$ cat src/rtl/sprite_line_scheduler_pkg.sv
// sprite_line_scheduler_pkg
//   Shared types and helpers for the per-scanline sprite scheduler.
//   - sprite_attr_t : layout of one 32-bit attribute RAM word
//   - SPRITE_H      : sprite height in rows (matches the 4-bit row offset)
//   - sched_state_t : scheduler state encoding
//   - sprite_row / sprite_visible : vertical overlap test for one entry
package sprite_line_scheduler_pkg;

  localparam int SPRITE_H = 16;
  localparam int ROW_W    = 4;

  // Attribute word: [31] enable, [30] flip, [29:22] frame_id,
  // [21:12] y, [11:10] reserved, [9:0] x.
  typedef struct packed {
    logic       enable;
    logic       flip;
    logic [7:0] frame_id;
    logic [9:0] y;
    logic [1:0] rsvd;
    logic [9:0] x;
  } sprite_attr_t;

  typedef enum logic [2:0] {
    ST_IDLE      = 3'd0,
    ST_ADDR      = 3'd1,
    ST_EVAL      = 3'd2,
    ST_START     = 3'd3,
    ST_WAIT_DONE = 3'd4,
    ST_NEXT      = 3'd5,
    ST_FINISH    = 3'd6
  } sched_state_t;

  // Row of the sprite that lands on line_y. The 10-bit wrap makes a sprite
  // hanging over the top of the frame (y near 1023) land on small rows.
  function automatic logic [9:0] sprite_row(input logic [9:0] line_y,
                                            input logic [9:0] y);
    return line_y - y;
  endfunction

  // An entry is drawn on this line when enabled and the row is inside it.
  function automatic logic sprite_visible(input logic       enable,
                                          input logic [9:0] row);
    return enable && (row < 10'(SPRITE_H));
  endfunction

endpackage

$ cat src/rtl/sprite_line_scheduler_if.sv
// sprite_line_scheduler_if
//   Command/handshake bundle between the line scheduler and sprite_drawer.
//   master (scheduler): drives drv_start, drv_col_base, drv_flip,
//                       drv_frame_id, drv_row_off; samples drv_done.
//   slave  (drawer)   : the reverse.
//   drv_start is a one-cycle pulse; drv_done is a level that is high while
//   the drawer is idle and falls on the edge that samples drv_start.
interface sprite_line_scheduler_if;

  logic       drv_start;
  logic [9:0] drv_col_base;
  logic       drv_flip;
  logic [7:0] drv_frame_id;
  logic [3:0] drv_row_off;
  logic       drv_done;

  modport master (
    output drv_start,
    output drv_col_base,
    output drv_flip,
    output drv_frame_id,
    output drv_row_off,
    input  drv_done
  );

  modport slave (
    input  drv_start,
    input  drv_col_base,
    input  drv_flip,
    input  drv_frame_id,
    input  drv_row_off,
    output drv_done
  );

endinterface

$ cat src/rtl/sprite_line_scheduler.sv
// sprite_line_scheduler
//   Per-scanline sequencer for the single sprite_drawer. On line_start it
//   walks the attribute table, tests each entry for vertical overlap with
//   the requested line and, for every hit, programs the drawer and waits for
//   it to finish. Lower-index sprites are drawn first.
// Ports:
//   clk, reset    : clock; synchronous active-high reset
//   line_start    : one-cycle request to schedule line_y
//   line_y        : target scanline, sampled on line_start
//   attr_addr     : attribute RAM address (straight from the index register)
//   attr_q        : attribute word, valid the cycle after attr_addr
//   drv           : drawer command/handshake bundle (master side)
//   busy          : high whenever the walk is in progress
//   line_done     : one-cycle pulse when the walk completes
//   drawn_count   : sprites drawn on the last completed line
//   overflow      : sticky per line; a hit beyond MAX_PER_LINE was dropped
//   overrun       : one-cycle pulse (the cycle after) a line_start that
//                   arrived while busy; such a request is ignored
module sprite_line_scheduler
  import sprite_line_scheduler_pkg::*;
#(
  parameter  int NUM_SPRITES  = 64,
  parameter  int MAX_PER_LINE = 16,
  localparam int IW           = $clog2(NUM_SPRITES)
) (
  input  logic                          clk,
  input  logic                          reset,
  input  logic                          line_start,
  input  logic [9:0]                    line_y,
  output logic [IW-1:0]                 attr_addr,
  input  logic [31:0]                   attr_q,
  sprite_line_scheduler_if.master       drv,
  output logic                          busy,
  output logic                          line_done,
  output logic [4:0]                    drawn_count,
  output logic                          overflow,
  output logic                          overrun
);

  sched_state_t state_r;
  sched_state_t state_next_s;

  logic [IW-1:0] index_r;
  logic [9:0]    line_y_r;
  logic [4:0]    count_r;
  logic [4:0]    drawn_count_r;
  logic          overflow_r;
  logic          overrun_r;
  logic          busy_r;
  logic          line_done_r;
  logic          drv_start_r;
  logic [9:0]    drv_col_base_r;
  logic          drv_flip_r;
  logic [7:0]    drv_frame_id_r;
  logic [3:0]    drv_row_off_r;

  sprite_attr_t  attr_s;
  logic [9:0]    row_s;
  logic          hit_s;
  logic          full_s;
  logic          last_s;
  logic          attr_rsvd_unused_s;

  assign attr_s             = sprite_attr_t'(attr_q);
  assign attr_rsvd_unused_s = ^attr_s.rsvd;
  assign row_s              = sprite_row(line_y_r, attr_s.y);
  assign hit_s              = sprite_visible(attr_s.enable, row_s);
  assign full_s             = (count_r == 5'(MAX_PER_LINE));
  assign last_s             = (index_r == IW'(NUM_SPRITES - 1));

  assign attr_addr          = index_r;
  assign busy               = busy_r;
  assign line_done          = line_done_r;
  assign drawn_count        = drawn_count_r;
  assign overflow           = overflow_r;
  assign overrun            = overrun_r;
  assign drv.drv_start      = drv_start_r;
  assign drv.drv_col_base   = drv_col_base_r;
  assign drv.drv_flip       = drv_flip_r;
  assign drv.drv_frame_id   = drv_frame_id_r;
  assign drv.drv_row_off    = drv_row_off_r;

  // State register.
  always_ff @(posedge clk) begin
    if (reset) begin
      state_r <= ST_IDLE;
    end else begin
      state_r <= state_next_s;
    end
  end

  // Next-state decode for the table walk.
  always_comb begin
    state_next_s = state_r;
    case (state_r)
      ST_IDLE: begin
        if (line_start) begin
          state_next_s = ST_ADDR;
        end else begin
          state_next_s = ST_IDLE;
        end
      end
      ST_ADDR: begin
        state_next_s = ST_EVAL;
      end
      ST_EVAL: begin
        // A hit on a full line is dropped and walks on like a miss.
        if (hit_s && !full_s) begin
          state_next_s = ST_START;
        end else begin
          state_next_s = ST_NEXT;
        end
      end
      ST_START: begin
        state_next_s = ST_WAIT_DONE;
      end
      ST_WAIT_DONE: begin
        if (drv.drv_done) begin
          state_next_s = ST_NEXT;
        end else begin
          state_next_s = ST_WAIT_DONE;
        end
      end
      ST_NEXT: begin
        if (last_s) begin
          state_next_s = ST_FINISH;
        end else begin
          state_next_s = ST_ADDR;
        end
      end
      ST_FINISH: begin
        state_next_s = ST_IDLE;
      end
      default: begin
        state_next_s = ST_IDLE;
      end
    endcase
  end

  // Status outputs, registered from the next state so they line up with
  // the state they describe (drv_start high exactly during START, etc.).
  always_ff @(posedge clk) begin
    if (reset) begin
      busy_r      <= 1'b0;
      line_done_r <= 1'b0;
      drv_start_r <= 1'b0;
      overrun_r   <= 1'b0;
    end else begin
      busy_r      <= (state_next_s != ST_IDLE);
      line_done_r <= (state_next_s == ST_FINISH);
      drv_start_r <= (state_next_s == ST_START);
      // FINISH counts as busy, so a request landing there is also dropped.
      overrun_r   <= line_start && (state_r != ST_IDLE);
    end
  end

  // Walk datapath: line latch, index, per-line counters, drawer command.
  always_ff @(posedge clk) begin
    if (reset) begin
      index_r        <= '0;
      line_y_r       <= 10'd0;
      count_r        <= 5'd0;
      drawn_count_r  <= 5'd0;
      overflow_r     <= 1'b0;
      drv_col_base_r <= 10'd0;
      drv_flip_r     <= 1'b0;
      drv_frame_id_r <= 8'd0;
      drv_row_off_r  <= 4'd0;
    end else begin
      case (state_r)
        ST_IDLE: begin
          if (line_start) begin
            line_y_r   <= line_y;
            index_r    <= '0;
            count_r    <= 5'd0;
            overflow_r <= 1'b0;
          end
        end
        ST_EVAL: begin
          if (hit_s) begin
            if (!full_s) begin
              // Command stays stable until the next accepted hit.
              drv_col_base_r <= attr_s.x;
              drv_flip_r     <= attr_s.flip;
              drv_frame_id_r <= attr_s.frame_id;
              drv_row_off_r  <= row_s[ROW_W-1:0];
            end else begin
              overflow_r <= 1'b1;
            end
          end
        end
        ST_START: begin
          count_r <= count_r + 5'd1;
        end
        ST_NEXT: begin
          // Publish a cycle early so drawn_count is valid with line_done.
          if (last_s) begin
            drawn_count_r <= count_r;
          end else begin
            index_r <= index_r + IW'(1);
          end
        end
        default: begin
        end
      endcase
    end
  end

endmodule

$ cat src/flat_wrapper.sv
// flat-port wrapper written by rule: the top's interface ports become plain ports
module sprite_line_scheduler_flat import sprite_line_scheduler_pkg::*;
#(
  parameter  int NUM_SPRITES  = 64,
  parameter  int MAX_PER_LINE = 16,
  localparam int IW           = $clog2(NUM_SPRITES)
)
  (clk, reset, line_start, line_y, attr_addr, attr_q, busy, line_done, drawn_count, overflow, overrun, drv_drv_start, drv_drv_col_base, drv_drv_flip, drv_drv_frame_id, drv_drv_row_off, drv_drv_done);
  sprite_line_scheduler_if drv_i ();
  input  logic clk;
  input  logic reset;
  input  logic line_start;
  input  logic [9:0] line_y;
  output logic [IW-1:0] attr_addr;
  input  logic [31:0] attr_q;
  output logic busy;
  output logic line_done;
  output logic [4:0] drawn_count;
  output logic overflow;
  output logic overrun;
  output wire logic [$bits(drv_i.drv_start)-1:0] drv_drv_start;
  output wire logic [$bits(drv_i.drv_col_base)-1:0] drv_drv_col_base;
  output wire logic [$bits(drv_i.drv_flip)-1:0] drv_drv_flip;
  output wire logic [$bits(drv_i.drv_frame_id)-1:0] drv_drv_frame_id;
  output wire logic [$bits(drv_i.drv_row_off)-1:0] drv_drv_row_off;
  input wire logic [$bits(drv_i.drv_done)-1:0] drv_drv_done;
  assign drv_drv_start = drv_i.drv_start;
  assign drv_drv_col_base = drv_i.drv_col_base;
  assign drv_drv_flip = drv_i.drv_flip;
  assign drv_drv_frame_id = drv_i.drv_frame_id;
  assign drv_drv_row_off = drv_i.drv_row_off;
  assign drv_i.drv_done = drv_drv_done;
  sprite_line_scheduler #(.NUM_SPRITES(NUM_SPRITES), .MAX_PER_LINE(MAX_PER_LINE)) u_core (.clk(clk), .reset(reset), .line_start(line_start), .line_y(line_y), .attr_addr(attr_addr), .attr_q(attr_q), .drv(drv_i), .busy(busy), .line_done(line_done), .drawn_count(drawn_count), .overflow(overflow), .overrun(overrun));
endmodule
$ cat config.mk
export PLATFORM = sky130hd
export DESIGN_NAME = sprite_line_scheduler_flat
export DESIGN_NICKNAME = d
export VERILOG_FILES = /design/src/rtl/sprite_line_scheduler_pkg.sv /design/src/rtl/sprite_line_scheduler_if.sv /design/src/rtl/sprite_line_scheduler.sv /design/src/flat_wrapper.sv
export SDC_FILE = /design/constraint.sdc
export NUM_CORES = 1
export LEC_CHECK = 0
export CORE_MARGIN = 5
export CORE_UTILIZATION = 43
export DETAILED_ROUTE_END_ITERATION = 16
export GPL_TIMING_DRIVEN = 0
export MAX_ROUTING_LAYER = met4
export PLACE_DENSITY = 0.73
export SLEW_MARGIN = 20
export SYNTH_ARGS = -nofsm -noshare
export SYNTH_HDL_FRONTEND = slang
export SYNTH_SLANG_ARGS = --single-unit
$ cat constraint.sdc
create_clock -name clk -period 6.9 [get_ports clk]
set_input_delay 1.725 -clock clk [delete_from_list [all_inputs] [get_ports clk]]
set_output_delay 1.725 -clock clk [all_outputs]
set_load 0.02 [all_outputs]
==> flow_summary.json <==
{
  "synthesis.instances": 346,
  "die_y_um": 93.9,
  "yosysTopAreaCellShare_pct": 37.7,
  "max-slew-margin-rel_pct": 66.1,
  "synth.distinct_cells": 50,
  "drc_errors": 0,
  "antenna_left": 0,
  "path_clk_slew_ns": 0.06,
  "async_flop_share_pct": 0,
  "cts_tree": "yes",
  "grt_pass1_wl_um": 11600,
  "worst_clock_skew_ns": 0.00948,
  "fin_util_pct": 61.0,
  "crit_type": "in -> reg",
  "ys_seq_area_share_pct": 37.7,
  "clock_latency_ns": 0.34,
  "dp_hpwl_um": 5400,
  "finalCriticalPeriod_ns": 4.11,
  "hold_class": "reg -> reg",
  "grt_pass1_vias": 2644,
  "rsz0062_at_grt": "no",
  "ys_ff_latch": 57,
  "grt_antenna_before_repair": 0,
  "syn2layout_area_growth_pct": 37.7,
  "ctsHoldBuffers": 0,
  "gp_congestion": 0.856,
  "cts_setup_buffers": 0,
  "synth_top_area_cell": "dfxtp_1",
  "yosysWarnings": 0,
  "synth-edff-count": 0,
  "crit_required_ns": 7.16,
  "worst_pin_slew_ns": 0.506,
  "htreeDepth": 3,
  "rows": 30,
  "start_util_pct": 44.3,
  "p_leak_nw": 1.53,
  "grt_usage_pct": 16.9,
  "cp_max_fo": 10,
  "drt-total-wl_um": 7050,
  "overflow": 0,
  "rr_worst_depth": 12,
  "syn_avg_cell_area_um2": 8.75,
  "drv_slew": 0,
  "vias": 2674,
  "drt_iter0_drc": 71,
  "setup_viol": 0,
  "grt_max_degree": 11,
  "first_pass_iters": 4,
  "max_clock_freq_mhz": 243,
  "io_pins": 85,
  "viasPerCell": 4.96,
  "drive_above_1_share_pct": 6.77,
  "fin_ws_ns": 2.79,
  "crit_path_end_kind": "flip-flop",
  "irDropWorstVdd_v": 0.000126,
  "synth_top_cells_by_area": "dfxtp_1 38%, nand2b_1 9.3%, mux2i_1 8.3%, ha_1 5.0%, a21oi_1 4.6%",
  "dp_slack_ns": 2.45,
  "finalCritPeriodShare_pct": 59.5,
  "die_x_um": 93.9,
  "min_path_cells": 2,
  "cts_made_buffers": 9,
  "nets": 497,
  "clockBufferDepth": 2,
  "post_cts_resized": 0,
  "route.detailed.wl_per_inst_um": 13.1,
  "arrival_ns": 4.37,
  "status": "finished, final reports clean",
  "hold_viol_final": 0,
  "tns_ns": 0,
  "die_area_mm2": 0.00882,
  "cts_root_buf": "clkbuf_8",
  "synth_flop_cell": "dfxtp_1",
  "io_buffers": 81,
  "clock-sinks": 57,
  "core_mm2": 0.00683,
  "cp-start-kind": "input pin",
  "power_per_cell_area_mw_per_mm2": 201,
  "max_cap_violations": 0,
  "syn_nets": 405,
  "synth_area_mm2": 0.00303,
  "antenna_cells": 0
}
cells in the mapped netlist (all sizes together), types with 3 or more instances:
library cell,count
a211oi,4
a21o,3
a21oi,28
a31oi,3
buf,5
clkbuf,14
dfxtp,57
ha,12
inv,20
mux2,5
mux2i,25
nand2,32
nand2b,45
nand3,8
nand4,7
nor2,23
nor2b,8
nor3,5
o21ai,7
xnor2,4
xor2,4
cell usage in the layout (no fill, tap or decap), drive strengths merged, types with 4 or more instances in the layout:
| cell | count |
|---|---|
| nor2b | 8 |
| a21oi | 28 |
| nand4 | 7 |
| mux2i | 25 |
| inv | 20 |
| nand2b | 45 |
| xnor2 | 4 |
| nor3 | 5 |
| dfxtp | 57 |
| xor2 | 4 |
| o21ai | 7 |
| ha | 12 |
| nand3 | 8 |
| a211oi | 4 |
| clkbuf | 24 |
| nand2 | 32 |
| buf | 5 |
| clkdlybuf4s50 | 81 |
| mux2 | 5 |
| nor2 | 23 |
cells by family (layout without fill, tap and decap cells):
logic type | Yosys count | after routing | synth area share, %
fa+ha+maj | 13 | 13 | 5.62
xor+xnor | 8 | 8 | 2.31
buf+inv | 39 | 136 | 6.45
compound gates | 60 | 60 | 12.6
flops | 57 | 57 | 37.7
mux | 30 | 30 | 10.4
simple gates | 139 | 139 | 24.9
power by group:
part	switching [W]	total, W	internal [W]
Clock	0.000133	0.000334	0.000201
Sequential	0.00000652	0.000346	0.000339
Combinational	0.0000816	0.000157	0.0000751
Total	0.000221	0.000837	0.000616
state kept, by name (all words and copies together) (netlist names):
| register | count |
|---|---|
| u_core.drv.drv_row_off | 4 |
| u_core.overrun | 1 |
| u_core.state_r | 3 |
| u_core.line_y_r | 10 |
| u_core.attr_addr | 6 |
| u_core.line_done | 1 |
| u_core.count_r | 5 |
| u_core.overflow | 1 |
| u_core.drawn_count | 5 |
| u_core.drv.drv_col_base | 10 |
| u_core.busy | 1 |
| u_core.drv.drv_frame_id | 8 |
| u_core.drv.drv_flip | 1 |
| u_core.drv.drv_start | 1 |
through the flow:
step | std cells | cell area, µm² | hold WS, ns | power [W]
global placement | 523 | 3960 | 0.445 | 0.000507
finish | 539 | 4170 | 0.468 | 0.000837
detailed placement | 523 | 3960 | 0.454 | 0.000509
CTS | 539 | 4170 | 0.467 | 0.000845
floorplan | 346 | 3030 | 0.436 | 0.000456
global route | 539 | 4170 | 0.485 | 0.000876
critical path: stages:
cell and delay (ns):
clkdlybuf4s50_1 0.47, ha_1 0.16, inv_1 0.06, fa_1 0.42, a21o_1 0.22, a31oi_1 0.24, a2bb2oi_1 0.19, o22a_1 0.20
and4_1 0.21, buf_6 0.13, buf_12 0.14, mux2i_1 0.20
area by class of cell:
cell class / instances / area, µm²
clock buffers: 10 / 128
repair buffers: 81 / 811
well taps: 96 / 120
inverters: 20 / 75.1
multi-input cells: 250 / 1690
plain buffers: 19 / 120
flip-flops and latches: 57 / 1140
clock inverters: 6 / 82.6
fillers: 619 / 2660
routing by layer:
| metal | global-route usage [%] | wire length, µm | up-vias |
|---|---|---|---|
| met4 | 8.30 | 108 | 0 |
| met3 | 3.85 | 435 | 9 |
| met2 | 26.3 | 3050 | 93 |
| met1 | 20.5 | 3460 | 1210 |
| met5 | - | 0 | - |
| li1 | - | - | 1362 |
path summary, 6_finish.rpt:
path,slack [ns],endpoint,from
max,2.79,u_core.drv.drv_frame_id[2],attr_q[12]
min,0.47,u_core.line_y_r[7],u_core.line_y_r[7]
max reg2reg,4.28,u_core.drv.drv_frame_id[2],u_core.line_y_r[0]
min reg2reg,0.47,u_core.line_y_r[7],u_core.line_y_r[7]
No activity file was read; power rests on OpenSTA's default activity.
